`src/rtl/nco_accum.sv`:
```
// rtl/nco_accum.sv - phase accumulator NCO with staged frequency/offset registers
// Staged writes are held until a commit so increment and offset switch atomically.
module nco_accum #(
  parameter int ACC_W   = 16,
  parameter int OUT_W   = 8,
  parameter int OFS_RST = 63
) (
  input  logic             clk,
  input  logic             rst_n,
  input  logic             en,
  input  logic             wr,
  input  logic [3:0]       addr,
  input  logic [7:0]       data,
  output logic [OUT_W-1:0] phase,
  output logic             wrap
);

  localparam logic [31:0]      OFS_RST_V = 32'(OFS_RST);
  localparam logic [OUT_W-1:0] OFS_INIT  = OFS_RST_V[OUT_W-1:0];

  logic [ACC_W-1:0] acc_q, acc_d;
  logic [ACC_W-1:0] inc_q, inc_d;
  logic [ACC_W-1:0] freq_stg_q, freq_stg_d;
  logic [OUT_W-1:0] ofs_q, ofs_d;
  logic [OUT_W-1:0] ofs_stg_q, ofs_stg_d;
  logic [OUT_W-1:0] phase_q, phase_d;
  logic             wrap_q, wrap_d;

  logic [ACC_W:0]   sum;
  logic [63:0]      freq_wide;
  logic [15:0]      ofs_wide;
  logic             commit;
  logic             clr;

  always_comb begin
    freq_stg_d = freq_stg_q;
    ofs_stg_d  = ofs_stg_q;
    inc_d      = inc_q;
    ofs_d      = ofs_q;
    acc_d      = acc_q;
    wrap_d     = 1'b0;
    freq_wide  = 64'(freq_stg_q);
    ofs_wide   = 16'(ofs_stg_q);
    sum        = {1'b0, acc_q} + {1'b0, inc_q};
    commit     = wr && (addr == 4'hF);
    clr        = commit && data[0];

    // Lanes are merged into a wide copy, then truncated so bits past the width are dropped.
    if (wr && !addr[3]) begin
      freq_wide[{addr[2:0], 3'b000} +: 8] = data;
      freq_stg_d = freq_wide[ACC_W-1:0];
    end
    if (wr && (addr[3:1] == 3'b100)) begin
      ofs_wide[{addr[0], 3'b000} +: 8] = data;
      ofs_stg_d = ofs_wide[OUT_W-1:0];
    end

    if (commit) begin
      inc_d = freq_stg_q;
      ofs_d = ofs_stg_q;
    end

    // A clearing commit beats accumulation and suppresses any carry at the same edge.
    if (clr) begin
      acc_d = '0;
    end else if (en) begin
      acc_d  = sum[ACC_W-1:0];
      wrap_d = sum[ACC_W];
    end

    phase_d = acc_q[ACC_W-1 -: OUT_W] + ofs_q;
  end

  always_ff @(posedge clk or negedge rst_n) begin
    if (!rst_n) begin
      acc_q      <= '0;
      inc_q      <= '0;
      freq_stg_q <= '0;
      ofs_q      <= OFS_INIT;
      ofs_stg_q  <= OFS_INIT;
      phase_q    <= OFS_INIT;
      wrap_q     <= 1'b0;
    end else begin
      acc_q      <= acc_d;
      inc_q      <= inc_d;
      freq_stg_q <= freq_stg_d;
      ofs_q      <= ofs_d;
      ofs_stg_q  <= ofs_stg_d;
      phase_q    <= phase_d;
      wrap_q     <= wrap_d;
    end
  end

  assign phase = phase_q;
  assign wrap  = wrap_q;

endmodule
```
`config.mk`:
```
export PLATFORM = sky130hd
export DESIGN_NAME = nco_accum
export DESIGN_NICKNAME = d
export VERILOG_FILES = /design/src/rtl/nco_accum.sv
export SDC_FILE = /design/constraint.sdc
export NUM_CORES = 1
export LEC_CHECK = 0
export BUFFER_PORTS_ARGS = -buffer_cell sky130_fd_sc_hd__buf_4
export CAP_MARGIN = 15
export CORE_MARGIN = 2
export CORE_UTILIZATION = 53
export DETAILED_ROUTE_END_ITERATION = 7
export PLACE_DENSITY_LB_ADDON = 0.1
export SYNTH_ARGS = -nofsm -noshare
export SYNTH_HDL_FRONTEND = slang
export SYNTH_SLANG_ARGS = --single-unit
```
`constraint.sdc`:
```
create_clock -name clk -period 3.77 [get_ports clk]
set_clock_uncertainty 0.05 [all_clocks]
set_input_delay 0.1885 -clock clk [delete_from_list [all_inputs] [get_ports clk]]
set_output_delay 0.1885 -clock clk [all_outputs]
set_load 0.05 [all_outputs]
```
==> results_dict.tcl <==
set metrics [dict create \
    status "finished clean" \
    die_w_um 89.4 \
    synth_top_family_by_area "simple AND/OR/NAND/NOR gates" \
    start_util_pct 53.9 \
    row_count 31 \
    mostFrequentLayoutCells "nand2_1 (98), dfrtp_1 (55), ha_1 (27)" \
    place_ws_ns 1.30 \
    relSlewSlack_pct 36.3 \
    core_um2 7180 \
    fin_crit_ns 2.45 \
    peakVddDrop_uv 239 \
    worstSetupPathType "reg2reg" \
    drive_gt1_share_pct 15.1 \
    critPathLaunchType "flip-flop" \
    syn_inst 394 \
    slew_viol_final 0 \
    first_pass_iters 4 \
    ios 25 \
    fmax_mhz 408 \
    p_leak_nw 2.13 \
    finalSetupViolations 0 \
    powerDensity_nw_per_um2 570 \
    synth_edf_count 0 \
    htreeDepth 3 \
    track_usage_pct 22.8 \
    port_buffers 24 \
    antenna_found_initial 0 \
    critical_path.cell_chain "ha_1, inv_1, fa_1, nand2b_1, a21oi_1, o21ai_1, a221o_1, a31oi_1" \
    syn-mean-instance-area_um2 9.82 \
    synthAdderAreaFrac_pct 9.77 \
    slowest_stage "fa_1" \
    arrival_ns 2.68 \
    cts_buffers 9 \
    worst_slew_pin_slew_ns 0.954 \
    vias 2904 \
    yosysUniqueCellTypes 55 \
    dp_hpwl_um 5900 \
    hold_viol_final 0 \
    placed_area_um2 4120 \
    fin_crit_sh_pct 65.0 \
    cp_max_fo 7 \
    die_h_um 89.4 \
    synthXorXnorAreaFrac_pct 2.26 \
    clock_sinks 73 \
    clockBufferDepth 2 \
    grt_pass1_vias 2732 \
    wl_per_cell_um 15.6 \
    grt_max_degree 74 \
    drc_errors 0 \
    critPathMaxStageDelay_ns 0.39 \
    first_iter_violations 186 \
    worst_slack_ns 1.32 \
    tritoncts "built" \
    ant_nets 0 \
    min_path_type "in2reg" \
    vias_per_cell 5.54 \
    clk_latency_ns 0.36 \
    diodes 0 \
    syn2layout_area_growth_pct 12.1 \
    synth_async_sr_flop_share_pct 100 \
    die-area_um2 8000 \
    layout.nets 465 \
    gr-total-overflow 0 \
    startpoint "acc_q[0]" \
    synth_compound_area_share_pct 15.8 \
    grt_pass1_wl_um 13600 \
    wirelength_um 8200 \
    ctsRootBufferMaster "clkbuf_8" \
    synth-seq-cells 73 \
    cp-end-kind "flip-flop" \
    syn_area_um2 3870 \
    clk_pin_slew_worst_paths_ns 0.08 \
    final.setup.tns_ns 0 \
    yosysWarningCount 0 \
    place.gp.congestion 0.870 \
    ys_dominant_reg_cell "dfrtp_1" \
    synth_simple_gate_area_share_pct 16.7 \
    syn-num-nets 439 \
    fin_area_um2 4340 \
    final_util_pct 60.4 \
    cap_violations 0 \
    r2r-start "acc_q[0]" \
    layout_commonest_cell "nand2_1" \
    ys_seq_area_share_pct 47.8 \
    synthMuxAreaShare_pct 4.63 \
    hold_slack_ns 0.0183 \
    required_ns 4.00 \
    min_from "data[4]" \
    ctsResizeCount 0 \
    rsz0062_at_grt "false" \
]
==> synth_stat cells (2+ instances only) <==
master    count  area (um^2)
o21ai_0       8         40.0
clkbuf_1      4         15.0
nor2b_1       3         18.8
a211oi_1      2         15.0
o21ai_1      17         85.1
a31oi_1       2         12.5
buf_4         2         15.0
o21a_1        3         22.5
a22o_1        4         35.0
nand3_1       9         45.0
inv_1        16         60.1
xor2_1        5         43.8
a32o_1        2         20.0
a22oi_1       2         15.0
nand4_1       4         25.0
buf_2         3         15.0
or3_1         3         18.8
ha_1         27          338
nand2b_1      3         18.8
a211o_1       3         26.3
a21boi_1      2         15.0
mux2_1       15          169
nand2_1      98          368
nor3_1        3         15.0
a21oi_1      15         75.1
o211ai_1      6         45.0
o21bai_1      2         15.0
nor2_1       15         56.3
o31a_1        2         17.5
buf_1         3         11.3
fa_1          2         40.0
and3_1        4         25.0
dfrtp_1      55         1380
xnor2_1       5         43.8
dfstp_2      18          473
a21o_1        7         52.6
a221o_1       2         20.0
==> layer usage <==
metal | wire length (um) | track usage, %
met3 | 259 | 4.99
met2 | 3580 | 32.6
met4 | 170 | 8.55
met5 | 0 | 0
met1 | 4190 | 33.9
==> power breakdown <==
part / internal (W) / switching, W
clock: 0.000308 / 0.000306
sequential: 0.000982 / 0.000107
combinational: 0.000305 / 0.000463
total: 0.00159 / 0.000877
==> worst max-delay path: cells and delay by family (launching register included) <==
| family | cells | cell delay [ns] |
|---|---|---|
| AND/OR/NAND/NOR | 1 | 0.19 |
| AO/OA/AOI/OAI | 4 | 1.09 |
| adder cells (fa/ha/maj) | 2 | 0.60 |
| flip-flops | 1 | 0.36 |
| buffers and inverters | 1 | 0.07 |
==> worst paths after layout <==
check / to / slack, ns / depth (start not counted)
min in group asynchronous: acc_q[6] / 0.43 / 2
max reg2reg: acc_q[14] / 1.32 / 8
max in group asynchronous: freq_stg_q[6] / 2.62 / 2
max: acc_q[14] / 1.32 / 8
min reg2reg: ofs_q[4] / 0.41 / 2
min: ofs_stg_q[4] / 0.02 / 2
==> registers in the layout, summed over array words and instances, names as in the netlist <==
| register | count |
|---|---|
| wrap | 1 |
| phase | 8 |
| acc_q | 16 |
| inc_q | 16 |
| ofs_stg_q | 8 |
| freq_stg_q | 16 |
| ofs_q | 8 |
==> area by class of cell <==
cell class                 count  area [um^2]
inverter                      16         60.1
sequential                    73         1850
clock inverter                 6         67.6
fill                         634         2840
multi-input combinational    293         1900
clock buffer                  10          128
tap                           99          124
timing repair buffer          27          205
==> per-stage QoR <==
step,cells,total power [W]
2_1_floorplan,394,0.00166
3_5_place_dp,506,0.00187
3_3_place_gp,506,0.00185
6_report,524,0.00247
4_1_cts,523,0.00249
5_1_grt,524,0.00263
==> cell families (layout without fill, tap and decap cells) <==
group                      count (synthesis)  count (layout)
and+or+nand+nor                          149             149
AOI/OAI and AO/OA                         89              89
DFF                                       73              73
adders and majority gates                 29              29
buffers and inverters                     28              59
muxes                                     16              16
xor gates and xnor gates                  10              10
==> what timing repair did <==
item / CTS / global route
endpoints found under the hold margin: 55 / 0
setup buffers: 0 / 0
hold buffers: 1 / 0
No activity file was read; power rests on OpenSTA's default activity.
